File: config.mk
export PLATFORM = sky130hd
export DESIGN_NAME = mem_stage
export DESIGN_NICKNAME = d
export VERILOG_FILES = /design/src/rtl/mem_stage.sv
export SDC_FILE = /design/constraint.sdc
export NUM_CORES = 1
export LEC_CHECK = 0
export CAP_MARGIN = 5
export CORE_ASPECT_RATIO = 0.9
export CORE_MARGIN = 2
export CORE_UTILIZATION = 40
export CTS_CLUSTER_SIZE = 30
export DETAILED_ROUTE_END_ITERATION = 7
export PLACE_DENSITY = 0.78
export SYNTH_ARGS = -nofsm -noshare
export SYNTH_HDL_FRONTEND = slang
export SYNTH_SLANG_ARGS = --single-unit
File: constraint.sdc
create_clock -name clk -period 2.1 [get_ports clk]
set_input_delay 0.42 -clock clk [delete_from_list [all_inputs] [get_ports clk]]
set_output_delay 0.42 -clock clk [all_outputs]
set_load 0.01 [all_outputs]
File: src/rtl/mem_stage.sv
// mem_stage -- memory/writeback stage of the 16-bit pipelined core.
//
// Takes the executor's result and either writes it straight back (ALU ops)
// or performs a load/store on RAM port B through a req/ack handshake. The
// writeback is registered, so every writeback is a one-cycle wb_enable pulse.
// While an access is outstanding, stall holds the upstream pipeline.
//
// Optional build macro:
//   MEM_STAGE_TIMEOUT_EN  abort an access after TIMEOUT cycles without ack
//                         and set the sticky err flag. When undefined, the
//                         stage waits for ack forever and err is tied to 0.
//
// Ports:
//   clk, rst                     clock (rising edge), async active-high reset
//   ex_valid/op/dest/value/      executor op: 00 ALU, 01 LD, 10 ST, 11 NOP;
//   ex_store_data                dest 7 discards; value is ALU result or address
//   stall                        upstream must hold ex_* and not advance
//   mem_req/we/addr/wdata        memory request (held until ack)
//   mem_rdata, mem_ack           memory response (sampled only while mem_req)
//   wb_enable/dest/value         register-file writeback
//   perf_stall_cycles            saturating count of stalled cycles
//   err                          sticky access-timeout flag
module mem_stage #(
    parameter int DATA_W  = 16,
    parameter int ADDR_W  = 16,
    parameter int TIMEOUT = 15
) (
    input  logic              clk,
    input  logic              rst,
    input  logic              ex_valid,
    input  logic [1:0]        ex_op,
    input  logic [2:0]        ex_dest,
    input  logic [DATA_W-1:0] ex_value,
    input  logic [DATA_W-1:0] ex_store_data,
    output logic              stall,
    output logic              mem_req,
    output logic              mem_we,
    output logic [ADDR_W-1:0] mem_addr,
    output logic [DATA_W-1:0] mem_wdata,
    input  logic [DATA_W-1:0] mem_rdata,
    input  logic              mem_ack,
    output logic              wb_enable,
    output logic [2:0]        wb_dest,
    output logic [DATA_W-1:0] wb_value,
    output logic [15:0]       perf_stall_cycles,
    output logic              err
);

    typedef enum logic [1:0] {IDLE, LOAD, STORE} state_t;

    localparam logic [1:0] OP_ALU = 2'b00;
    localparam logic [1:0] OP_LD  = 2'b01;
    localparam logic [1:0] OP_ST  = 2'b10;
    localparam logic [2:0] R_DISCARD = 3'd7;

    state_t     state, state_nxt;
    logic [2:0] ld_dest;
    logic       accept;
    logic       ack_seen;
    logic       timeout_hit;

    assign stall    = (state != IDLE);
    assign accept   = ex_valid && !stall;
    // Ack is only meaningful while a request is outstanding.
    assign ack_seen = mem_req && mem_ack;

`ifdef MEM_STAGE_TIMEOUT_EN
    localparam int CNT_W = ($clog2(TIMEOUT + 1) < 4) ? 4 : $clog2(TIMEOUT + 1);
    localparam logic [CNT_W-1:0] CNT_LAST = CNT_W'(TIMEOUT - 1);

    logic [CNT_W-1:0] wait_cnt;

    // The cycle whose edge would bring the count to TIMEOUT is the abort
    // cycle; an ack in that same cycle still completes normally.
    assign timeout_hit = mem_req && !mem_ack && (wait_cnt == CNT_LAST);

    always_ff @(posedge clk or posedge rst) begin
        if (rst) begin
            wait_cnt <= '0;
            err      <= 1'b0;
        end else begin
            if (!stall)
                wait_cnt <= '0;
            else if (!mem_ack)
                wait_cnt <= wait_cnt + 1'b1;
            if (timeout_hit)
                err <= 1'b1;
        end
    end
`else
    assign timeout_hit = 1'b0;
    assign err         = 1'b0;
`endif

    always_ff @(posedge clk or posedge rst) begin
        if (rst) state <= IDLE;
        else     state <= state_nxt;
    end

    always_comb begin
        state_nxt = state;
        case (state)
            IDLE: begin
                if (accept && ex_op == OP_LD) state_nxt = LOAD;
                if (accept && ex_op == OP_ST) state_nxt = STORE;
            end
            LOAD, STORE: begin
                if (ack_seen || timeout_hit) state_nxt = IDLE;
            end
            default: state_nxt = IDLE;
        endcase
    end

    always_ff @(posedge clk or posedge rst) begin
        if (rst) begin
            mem_req           <= 1'b0;
            mem_we            <= 1'b0;
            mem_addr          <= '0;
            mem_wdata         <= '0;
            ld_dest           <= R_DISCARD;
            wb_enable         <= 1'b0;
            wb_dest           <= R_DISCARD;
            wb_value          <= '0;
            perf_stall_cycles <= '0;
        end else begin
            wb_enable <= 1'b0;

            if (stall && perf_stall_cycles != 16'hFFFF)
                perf_stall_cycles <= perf_stall_cycles + 16'd1;

            if (state == IDLE) begin
                if (accept) begin
                    case (ex_op)
                        OP_ALU: begin
                            wb_enable <= (ex_dest != R_DISCARD);
                            wb_dest   <= ex_dest;
                            wb_value  <= ex_value;
                        end
                        OP_LD: begin
                            mem_req  <= 1'b1;
                            mem_we   <= 1'b0;
                            mem_addr <= ex_value[ADDR_W-1:0];
                            ld_dest  <= ex_dest;
                        end
                        OP_ST: begin
                            mem_req   <= 1'b1;
                            mem_we    <= 1'b1;
                            mem_addr  <= ex_value[ADDR_W-1:0];
                            mem_wdata <= ex_store_data;
                        end
                        default: ;
                    endcase
                end
            end else if (ack_seen) begin
                mem_req <= 1'b0;
                if (state == LOAD) begin
                    wb_enable <= (ld_dest != R_DISCARD);
                    wb_dest   <= ld_dest;
                    wb_value  <= mem_rdata;
                end
            end else if (timeout_hit) begin
                mem_req <= 1'b0;
            end
        end
    end

endmodule

==> results.cfg, run 1 <==
[place]
dp_hpwl_um = 5590
io_buffers = 127
dpl_worst_slack_ns = 0.0501
finalWeightedCongestion = 0.789

[cells_and_area]
area_growth_pct = 49.6
post-route-util_pct = 62.1
nNetsFinal = 464
drive_above_1_share_pct = 18.7
antenna_cells = 0

[die]
placementRows = 31
core_sq_um = 8110
initial_core_util_pct = 41.5
fp.dieW_um = 101
dieArea_sq_um = 9160
die_h_um = 91.0
io_pins = 129

[grt]
grt-ovfl-total = 0
grt_pass1_vias = 2656
grtUsageTotal_pct = 17.8
grt_max_degree = 76
antenna_found_initial = 0
grt_pass1_wl_um = 13000

[synthesis]
synth_nets = 331
netlist_area_sq_um = 3360
synth_top_area_share_pct = 51.3
synth_top_area_cell = dfrtp_1
synth-edff-count = 0
synth-main-ff-cell = dfrtp_1
ys.warnings.count = 0
synth_area_leaders = dfrtp_1 51%, mux2_2 13%, mux2i_1 5.7%
ys_seq_elements = 75
syn_area_per_cell_sq_um = 12.5
ys_seq_area_share_pct = 56.0
yosysMostFrequentCell = dfrtp_1
async_reset_ff_share_pct = 100
synth_cell_types = 37
synth_cells = 268
synth_common_cells = 69 x dfrtp_1, 38 x mux2_2, 22 x nor2_1

[critical_path]
r2r_cells = 8
required_ns = 1.68
arrival_ns = 1.48
cp-start-kind = flip-flop
r2r_start = state[0]
timing.rr.end = wb_dest[1]
rrSetupSlack_ns = 0.24
setup.worst_path.class = flip-flop to primary output
crit_fanout = 6
cp-end-kind = primary output

[timing]
min_period_ns = 1.90
final-setup-viol-count = 0
finalSetupTns_ns = 0
rsz0062_at_grt = false
skew_ns = 0.0145
timing.final.crit_share_pct = 90.6
maxSlewViolCount = 0
setup_ws_ns = 0.197
fmax_ghz = 0.525
finalHoldViolCount = 0

[clock_tree]
worstSkewPairLatency_ns = 0.35
cts_num_sinks = 75
path_clk_slew_ns = 0.08
holdBufCountCts = 0
cts_buffers = 9
cts_buffer_depth = 2
cts-root-buf = clkbuf_8
htreeDepth = 3
tritoncts = done

[route]
top_layer_used = met4
first_pass_iters = 5
wl_met2_um = 3700
via_count = 2559
met1_length_um = 3480
drtIter0Drc = 116
wl_per_cell_um = 15.5
route.detailed.drc = 0
wl_met3_um = 574
via_per_inst = 5.07
ant_nets = 0
routed_wl_um = 7830

[hold_path]
timing.hold.worst_path_depth = 2
hp-start = wb_dest[2]
hold_class = flip-flop to flip-flop
min_to = wb_dest[2]

[job]
drv_cap = 0

[power]
peakVddDrop_uv = 786
total_leakage_power_nw = 2.18
finalPower_mw = 6.92
power_density_nw_per_um2 = 1380

[run_status]
status = complete, no violations
area by class of cell:
type | count | area [sq um]
multi-input cells | 173 | 1390
clock buffers | 12 | 155
repair buffers | 135 | 1380
flip-flops and latches | 75 | 1880
fillers | 668 | 3080
well taps | 99 | 124
inverters | 7 | 30.0
clock inverters | 4 | 72.6
kinds of logic (layout without fill, tap and decap cells):
group / after synthesis / in the layout / share of synthesized area [%]
xor+xnor: 14 / 14 / 3.65
simple gates: 65 / 65 / 11.2
mux: 57 / 57 / 18.4
buf+inv: 20 / 158 / 3.39
fa+ha+maj: 6 / 6 / 2.23
other cells: 1 / 1 / 0.112
compound gates: 30 / 30 / 5.06
flops: 75 / 75 / 56.0
placed cells by master, fill, tap and decap left out, types with 5 or more instances in the layout:
cell type,instances
ha_1,5
xor2_1,8
dfstp_2,6
inv_1,6
mux2_2,38
mux2i_1,19
dfrtp_1,69
clkdlybuf4s50_1,126
a21oi_1,21
nand3_1,8
clkbuf_8,11
xnor2_1,6
nor2_1,22
nand2_1,12
stage by stage:
| step | cell area [sq um] | std cells | hold slack (ns) |
|---|---|---|---|
| after global placement | 4800 | 489 | 0.487 |
| final | 5030 | 505 | 0.505 |
| after detailed placement | 4800 | 489 | 0.493 |
| after global routing | 5030 | 505 | 0.529 |
| after floorplan | 3370 | 268 | 0.489 |
| after CTS | 5030 | 505 | 0.511 |
repair_timing:
item                                    4_1_cts  5_1_grt
setup buffers                                 0        0
endpoints found under the setup margin        1        0
gates resized for setup                       1        0
routing by layer:
metal | global-route usage [%] | up-vias
met4 | 3.08 | 0
met3 | 7.08 | 8
met1 | 23.2 | 1259
met5 | 0 | -
li1 | - | 1203
met2 | 28.6 | 89
where the power goes:
part	switching [mW]	internal, mW
Clock	0.515	0.733
Combinational	1.30	1.85
Sequential	0.409	2.11
worst max path at each step:
stage	from	to	slack [ns]	cells after the start
global route	state[0]	wb_value[7]	0.06	8
global placement	ex_op[0]	mem_addr[0]	0.13	6
detailed placement	ex_op[0]	mem_addr[6]	0.05	6
finish	state[0]	stall	0.20	4
CTS	state[0]	stall	0.17	4
floorplan	perf_stall_cycles[0]	perf_stall_cycles[1]	0.43	4
worst max-delay path, cell delays in order, from the launching register on:
cell and delay, ns:
dfrtp_1 0.41, inv_1 0.07, ha_2 0.23, inv_1 0.12
dlygate4sd2_1 0.31
flip-flops by register name, summed over array words and instances (netlist names):
name               cells
mem_addr              16
mem_wdata             16
perf_stall_cycles     16
wb_value              16
ld_dest                3
wb_dest                3
state                  2
mem_req                1
mem_we                 1
wb_enable              1
Power figures use the tool's default switching activity.
==> run 2: changes to the inputs <==
Settings changed: CORE_MARGIN 2 to 10.
==> run 2 against run 1 <==
Global-route usage shrank 3.8 points. Non-clock buffer count shrank 2. Sequential share of layout area grew 0.22 points. Clock power is essentially flat. Count of clock-buffer cells in the layout shrank 1. Combinational power is essentially flat. Highest routed layer unchanged.
==> results.cfg, run 2 (same netlist as run 1, synthesis figures left out) <==
[cells_and_area]
nNetsFinal = 462
instances_no_fill = 502
antenna_cells = 0
post-route-util_pct = 61.7
area_growth_pct = 48.7
drive_above_1_share_pct = 18.4
mostFrequentLayoutCells = 126 x clkdlybuf4s50_1, 69 x dfrtp_1, 38 x mux2_2
final_common_cell = clkdlybuf4s50_1
fill_cells = 659

[place]
finalWeightedCongestion = 0.765
io_buffers = 127
dp.cells = 487
dp_hpwl_um = 6560

[route]
wl_per_cell_um = 17.4
drtIter0Drc = 128
ant_nets = 0
via_per_inst = 5.00
first_pass_iters = 4
route.detailed.drc = 0
routed_wl_um = 8710
via_count = 2508

[critical_path]
cp-start-kind = flip-flop
r2r_cells = 5
arrival_ns = 1.50
cp-end-kind = primary output
setup.worst_path.class = flip-flop to primary output
required_ns = 1.68
crit_fanout = 5

[clock_tree]
path_clk_slew_ns = 0.07
cts_buffer_depth = 2
holdBufCountCts = 0
cts_buffers = 9
tritoncts = done
htreeDepth = 3
cts-root-buf = clkbuf_8
cts_num_sinks = 75
worstSkewPairLatency_ns = 0.35

[timing]
min_period_ns = 1.92
finalHoldViolCount = 0
timing.final.crit_share_pct = 91.6
maxSlewViolCount = 0
fmax_ghz = 0.520
rsz0062_at_grt = false
skew_ns = 0.0130
finalSetupTns_ns = 0
final-setup-viol-count = 0

[grt]
grtUsageTotal_pct = 14.1
grt_pass1_wl_um = 14000
grt_max_degree = 76
grt-ovfl-total = 0
antenna_found_initial = 0
grt_pass1_vias = 2663

[die]
dieArea_sq_um = 12500
io_pins = 129
initial_core_util_pct = 41.5
core_sq_um = 8110
die_h_um = 107
placementRows = 31
fp.dieW_um = 117

[power]
power_density_nw_per_um2 = 1390
peakVddDrop_uv = 694
total_leakage_power_nw = 2.17

[hold_path]
timing.hold.worst_path_depth = 1
hold_class = flip-flop to flip-flop

[job]
drv_cap = 0

[run_status]
status = complete, no violations
-- run 2: report_power, final --
group	switching (mW)	total, mW	internal [mW]
combinational	1.35	3.19	1.84
clock	0.512	1.24	0.728
sequential	0.391	2.50	2.11
-- run 2: repair_timing --
action | in CTS | in global routing
gates resized for setup | 1 | 0
setup buffers | 0 | 0
endpoints found under the setup margin | 1 | 0
-- run 2: final cells by class --
type | instances | area [sq um] | share of cell area, %
Multi-Input combinational cell | 173 | 1390 | 27.7
Sequential cell | 75 | 1880 | 37.7
Clock buffer | 11 | 151 | 3.03
Inverter | 7 | 30.0 | 0.600
Timing Repair Buffer | 133 | 1350 | 27.0
Clock inverter | 4 | 73.8 | 1.48
Tap cell | 99 | 124 | 2.48
-- run 2: critical path, cell delays in order (launching register included) --
cell           delay (ns)
dfrtp_1              0.40
inv_1                0.07
ha_2                 0.22
inv_1                0.16
dlygate4sd2_1        0.33
-- run 2: worst paths after layout --
path / from / to / slack [ns]
setup / recovery: state[0] / stall / 0.18
hold / removal: mem_addr[10] / mem_addr[10] / 0.51
setup reg to reg: state[0] / mem_wdata[1] / 0.20
hold reg to reg: mem_addr[10] / mem_addr[10] / 0.51
max in group asynchronous: rst / ld_dest[1] / 1.22
min in group asynchronous: rst / perf_stall_cycles[4] / 0.53
-- run 2: metal layers --
layer	GRT usage [%]	vias up	wire (um)
li1	-	1201	-
met2	23.3	81	4210
met4	2.38	0	21
met5	0	-	0
met3	8.31	2	891
met1	15.5	1224	3590
-- run 2: metrics by stage --
step                power [mW]  setup slack, ns  hold slack (ns)  area (sq um)
finish                    6.93            0.177            0.505          5000
global route              7.40           0.0524            0.515          5000
CTS                       7.05            0.157            0.509          5000
detailed placement        5.78          0.00961            0.493          4780
global placement          5.69           0.0554            0.486          4780
floorplan                 4.02            0.430            0.489          3370
==> run 3: changes to the inputs <==
Settings changed: CORE_MARGIN 10 to 1.
==> run 3 against run 2 <==
Core utilization is 0.39 points lower. Critical path depth did not move. Fmax hardly changed. Die area shrank 30%. Clock power is 9.7% lower. Combinational power down 3%. Routed wire length down 14%. Power down 2.8%. Sequential power is essentially flat. Clock skew is essentially flat. Sequential share of layout area up 0.24 points. Non-clock buffer count shrank 1. Critical path type unchanged. Critical endpoint unchanged. Highest routed layer unchanged.
==> results.cfg, run 3 (same netlist as run 1, synthesis figures left out) <==
[run_status]
status = complete, no violations

[cells_and_area]
antenna_cells = 0
mostFrequentLayoutCells = 126 x clkdlybuf4s50_1, 69 x dfrtp_1, 38 x mux2_2
final_common_cell = clkdlybuf4s50_1
area_growth_pct = 47.8
fill_cells = 678
drive_above_1_share_pct = 18.2
nNetsFinal = 461

[route]
route.detailed.drc = 0
drtIter0Drc = 73
wl_per_cell_um = 14.9
via_per_inst = 4.99
via_count = 2498
ant_nets = 0
first_pass_iters = 4
routed_wl_um = 7460

[timing]
fmax_ghz = 0.520
min_period_ns = 1.92
finalSetupTns_ns = 0
maxSlewViolCount = 0
setup_ws_ns = 0.179
rsz0062_at_grt = false
skew_ns = 0.0128
final-setup-viol-count = 0
timing.final.crit_share_pct = 91.5
timing.hold.ws_ns = 0.503
finalHoldViolCount = 0

[power]
power_density_nw_per_um2 = 1350
peakVddDrop_uv = 646
total_leakage_power_nw = 2.15

[clock_tree]
path_clk_slew_ns = 0.08
htreeDepth = 3
cts_buffer_depth = 2
cts_buffers = 9
tritoncts = done
cts_num_sinks = 75
worstSkewPairLatency_ns = 0.34
cts-root-buf = clkbuf_8
holdBufCountCts = 0

[die]
fp.dieW_um = 98.7
io_pins = 129
die_h_um = 89.0
core_sq_um = 8110
initial_core_util_pct = 41.5
dieArea_sq_um = 8780
placementRows = 31

[grt]
grt_pass1_vias = 2522
grt-ovfl-total = 0
grt_max_degree = 76
grtUsageTotal_pct = 18.1
antenna_found_initial = 0
grt_pass1_wl_um = 12300

[hold_path]
min_to = wb_dest[1]
hp-start = wb_dest[1]
hold_class = flip-flop to flip-flop
timing.hold.worst_path_depth = 2

[critical_path]
arrival_ns = 1.50
cp-start-kind = flip-flop
crit_fanout = 7
cp-end-kind = primary output
r2r_start = state[0]
setup.worst_path.class = flip-flop to primary output
timing.rr.end = wb_value[8]
rrSetupSlack_ns = 0.22
r2r_cells = 8
required_ns = 1.68

[place]
dp_hpwl_um = 5270
io_buffers = 127
dpl_worst_slack_ns = -0.00837
finalWeightedCongestion = 0.755

[job]
drv_cap = 0
-- run 3: cell types whose count changed in the layout (fill, tap and decap cells not counted), sizes merged --
cell,delta
buf,-1
bufinv,-1
clkinv,-1
clkinvlp,+2
-- run 3: per-layer routing --
| metal | global-route usage (%) | vias up | share of wire, % | wire (um) |
|---|---|---|---|---|
| met5 | 0 | - | 0 | 0 |
| li1 | - | 1205 | - | - |
| met4 | 3.66 | 0 | 0.70 | 52 |
| met2 | 29.1 | 80 | 47 | 3480 |
| met3 | 6.80 | 6 | 6.8 | 510 |
| met1 | 23.6 | 1207 | 46 | 3420 |
-- run 3: worst max-delay path by stage --
stage	endpoint	startpoint
final	stall	state[0]
after global routing	wb_value[5]	state[0]
after CTS	stall	state[0]
after detailed placement	mem_wdata[15]	ex_op[0]
after global placement	mem_wdata[7]	ex_op[0]
after floorplan	perf_stall_cycles[1]	perf_stall_cycles[0]
-- run 3: final cells by class --
type	count	area (sq um)	area share, %
clock inverters	4	50.0	1.01
flip-flops and latches	75	1880	37.9
multi-input cells	173	1390	27.9
well taps	99	124	2.49
inverters	7	30.0	0.604
repair buffers	132	1350	27.1
clock buffers	11	151	3.05
-- run 3: metrics by stage --
step | power, mW | cells | instance area (sq um) | utilization, %
final | 6.73 | 501 | 4970 | 61.3
after CTS | 6.83 | 501 | 4970 | 61.3
after floorplan | 4.02 | 268 | 3370 | -
after detailed placement | 5.68 | 486 | 4770 | 58.8
after global routing | 7.19 | 501 | 4970 | 61.3
after global placement | 5.60 | 486 | 4770 | 58.8
-- run 3: critical path, cell delays in order (launching register included) --
cell and delay [ns]:
dfrtp_1 0.41, inv_1 0.07, ha_2 0.25, inv_1 0.12
dlygate4sd2_1 0.31
-- run 3: timing repair --
item	4_1_cts	5_1_grt
buffers inserted	0	0
endpoints found under the setup margin	1	0
gates resized for setup	1	0
-- run 3: where the power goes --
| part | switching [mW] | internal [mW] | total, mW |
|---|---|---|---|
| clock | 0.519 | 0.605 | 1.12 |
| sequential | 0.393 | 2.11 | 2.50 |
| combinational | 1.27 | 1.83 | 3.11 |
==> variant, RTL diff (config.mk and constraints of run 1) <==
The 3 states of `state_t` get a one-hot encoding in 3 bits.
--- a/src/rtl/mem_stage.sv
+++ b/src/rtl/mem_stage.sv
@@ -47,5 +47,5 @@
 );
 
-    typedef enum logic [1:0] {IDLE, LOAD, STORE} state_t;
+    typedef enum logic [2:0] {IDLE = 3'b001, LOAD = 3'b010, STORE = 3'b100} state_t;
 
     localparam logic [1:0] OP_ALU = 2'b00;
Function: no difference found for any inputs over 10 cycles, from zero or initial values and one cycle with rst high; not proved beyond that.
==> variant against run 1 <==
- worst setup slack gained 15 ps
- clock skew decreased by 5.7 ps
- sequential share of layout area rose by 1.1 points
- largest power group is now registers
- synthesized area is 0.37% lower
- via count increased by 0.20%
- fmax is 0.79% higher
- sequential cell count is 1 higher
- design area down 1.4%
- wire length is 2.0% lower
- total power shrank 28%
- die area is 0.35% lower
==> variant: results (changes against run 1) <==
[min_path]
worstHoldPathType = flip-flop to flip-flop
hold_start = mem_wdata[4]

[setup_path]
max_stage_delay_ps = 570  ; +160 ps
crit_path_start = state[0]
r2r_start = perf_stall_cycles[0]
crit_slowest_cell = dfstp_2
rrSetupSlack_ps = 270  ; +30 ps
cp_top_family = flip-flops
crit_fanout = 5  ; -1

[routing]
wl_per_cell_um = 14.75  ; -4.9%
wl_met3_um = 436  ; -24%
dr.first_iter.drc_count = 86  ; -26%
totalWireLength_mm = 7.668  ; -2.0%
wl_met1_mm = 3.402  ; -2.1%
firstDrtPassIters = 4  ; -1
viasPerCell = 4.931  ; -2.7%
dr_wl_met2_mm = 3.771  ; +2.0%

[pwr]
p_leak_nw = 2.136  ; -2.2%
peakVddDrop_mv = 0.4423  ; -44%
switching_share_pct = 28.91  ; -3.3 points

[global_routing]
grt_pass1_wl_mm = 12.46  ; -3.9%
grtUsageTotal_pct = 17.36  ; -0.48 points
first_global_vias = 2594  ; -2.3%
antenna_found_initial = 0  ; unchanged
grt_max_degree = 77  ; +1.3%

[yosys]
async_flop_share_pct = 100.0  ; unchanged
ys_types = 43  ; +16%
synth_area_leaders = dfrtp_1 (52%), mux2_1 (12%), nand2_1 (5.6%), dfstp_2 (5.5%), a31oi_1 (3.7%)
ys_seq_area_share_pct = 57.02  ; +0.99 points
synth.top_cells.by_count = dfrtp_1 (69), nand2_1 (50), mux2_1 (35)
synth_cells = 285  ; +6.3%
syn-num-nets = 346  ; +4.5%
ys_warn_count = 0  ; unchanged

[clock_network]
htree_levels = 3  ; unchanged
clkSlewWorstSetupHoldPaths_ps = 70

[cells_and_area]
final_nets = 477  ; +2.8%
insertedDiodeCount = 0  ; unchanged
drive_above_1_share_pct = 9.976  ; -8.7 points

[place]
dpl.cell_count = 504  ; +3.1%
placed_area_um2 = 4746  ; -1.2%
dp_hpwl_mm = 5.479  ; -2.1%
pre_cts_slack_ps = 36.56  ; -13.57 ps
gp_congestion = 0.7564  ; -4.1%

[outcome]
status = complete, no violations

[sta]
clock_skew_ps = 8.792  ; -5.747 ps
fin_crit_sh_pct = 89.91  ; -0.71 points

==> variant: cell families (layout without fill, tap and decap cells) <==
group,after synthesis,in the layout,share of synthesized area (%)
XOR/XNOR,13,13,3.398
AO/OA/AOI/OAI,28,28,5.377
AND/OR/NAND/NOR,108,108,16.73
flip-flops,76,76,57.02
multiplexers,38,38,12.77
adder cells (fa/ha/maj),4,4,1.494
buffers and inverters,17,153,3.099
other,1,1,0.1119
==> variant: timing repair <==
item / CTS / global route
buffers inserted: 0 / 0
endpoints found under the setup margin: 1 / 0
gates resized for setup: 1 / 0
hold buffers: 0 / 0
==> variant: area by class of cell <==
cell class / count / area [um^2]
tap: 99 / 123.9
fill: 687 / 3146
timing repair buffer: 132 / 1345
multi-input combinational: 192 / 1343
clock buffer: 11 / 141.4
inverter: 5 / 22.52
sequential: 76 / 1911
clock inverter: 5 / 75.07
==> variant: path summary, 6_finish.rpt <==
kind                                          to  depth (start not counted)
max reg2reg                 perf_stall_cycles[1]                          5
min in group asynchronous  perf_stall_cycles[11]                          3
max                                        stall                          3
min                                 mem_wdata[4]                          1
max in group asynchronous             wb_dest[2]                          3
min reg2reg                         mem_wdata[4]                          1
==> variant: per-stage QoR <==
step	utilization (%)	hold WS, ps
floorplan	-	472.9
global placement	58.54	473.4
detailed placement	58.54	479.9
CTS	61.20	497.4
global route	61.20	517.1
finish	61.20	493.1
==> variant: power groups by stage <==
stage	Sequential [mW]	Combinational, mW	Clock, mW
detailed placement	2.16	1.65	0
global route	2.19	1.75	1.32
finish	2.14	1.62	1.20
CTS	2.14	1.65	1.24
floorplan	2.29	0.510	0
global placement	2.15	1.61	0
==> variant: metal layers <==
metal  global-route usage, %  vias up
met5                       0        -
met3                   5.108        7
met1                   22.08     1228
li1                        -     1250
met4                   5.023        0
met2                   28.64       79
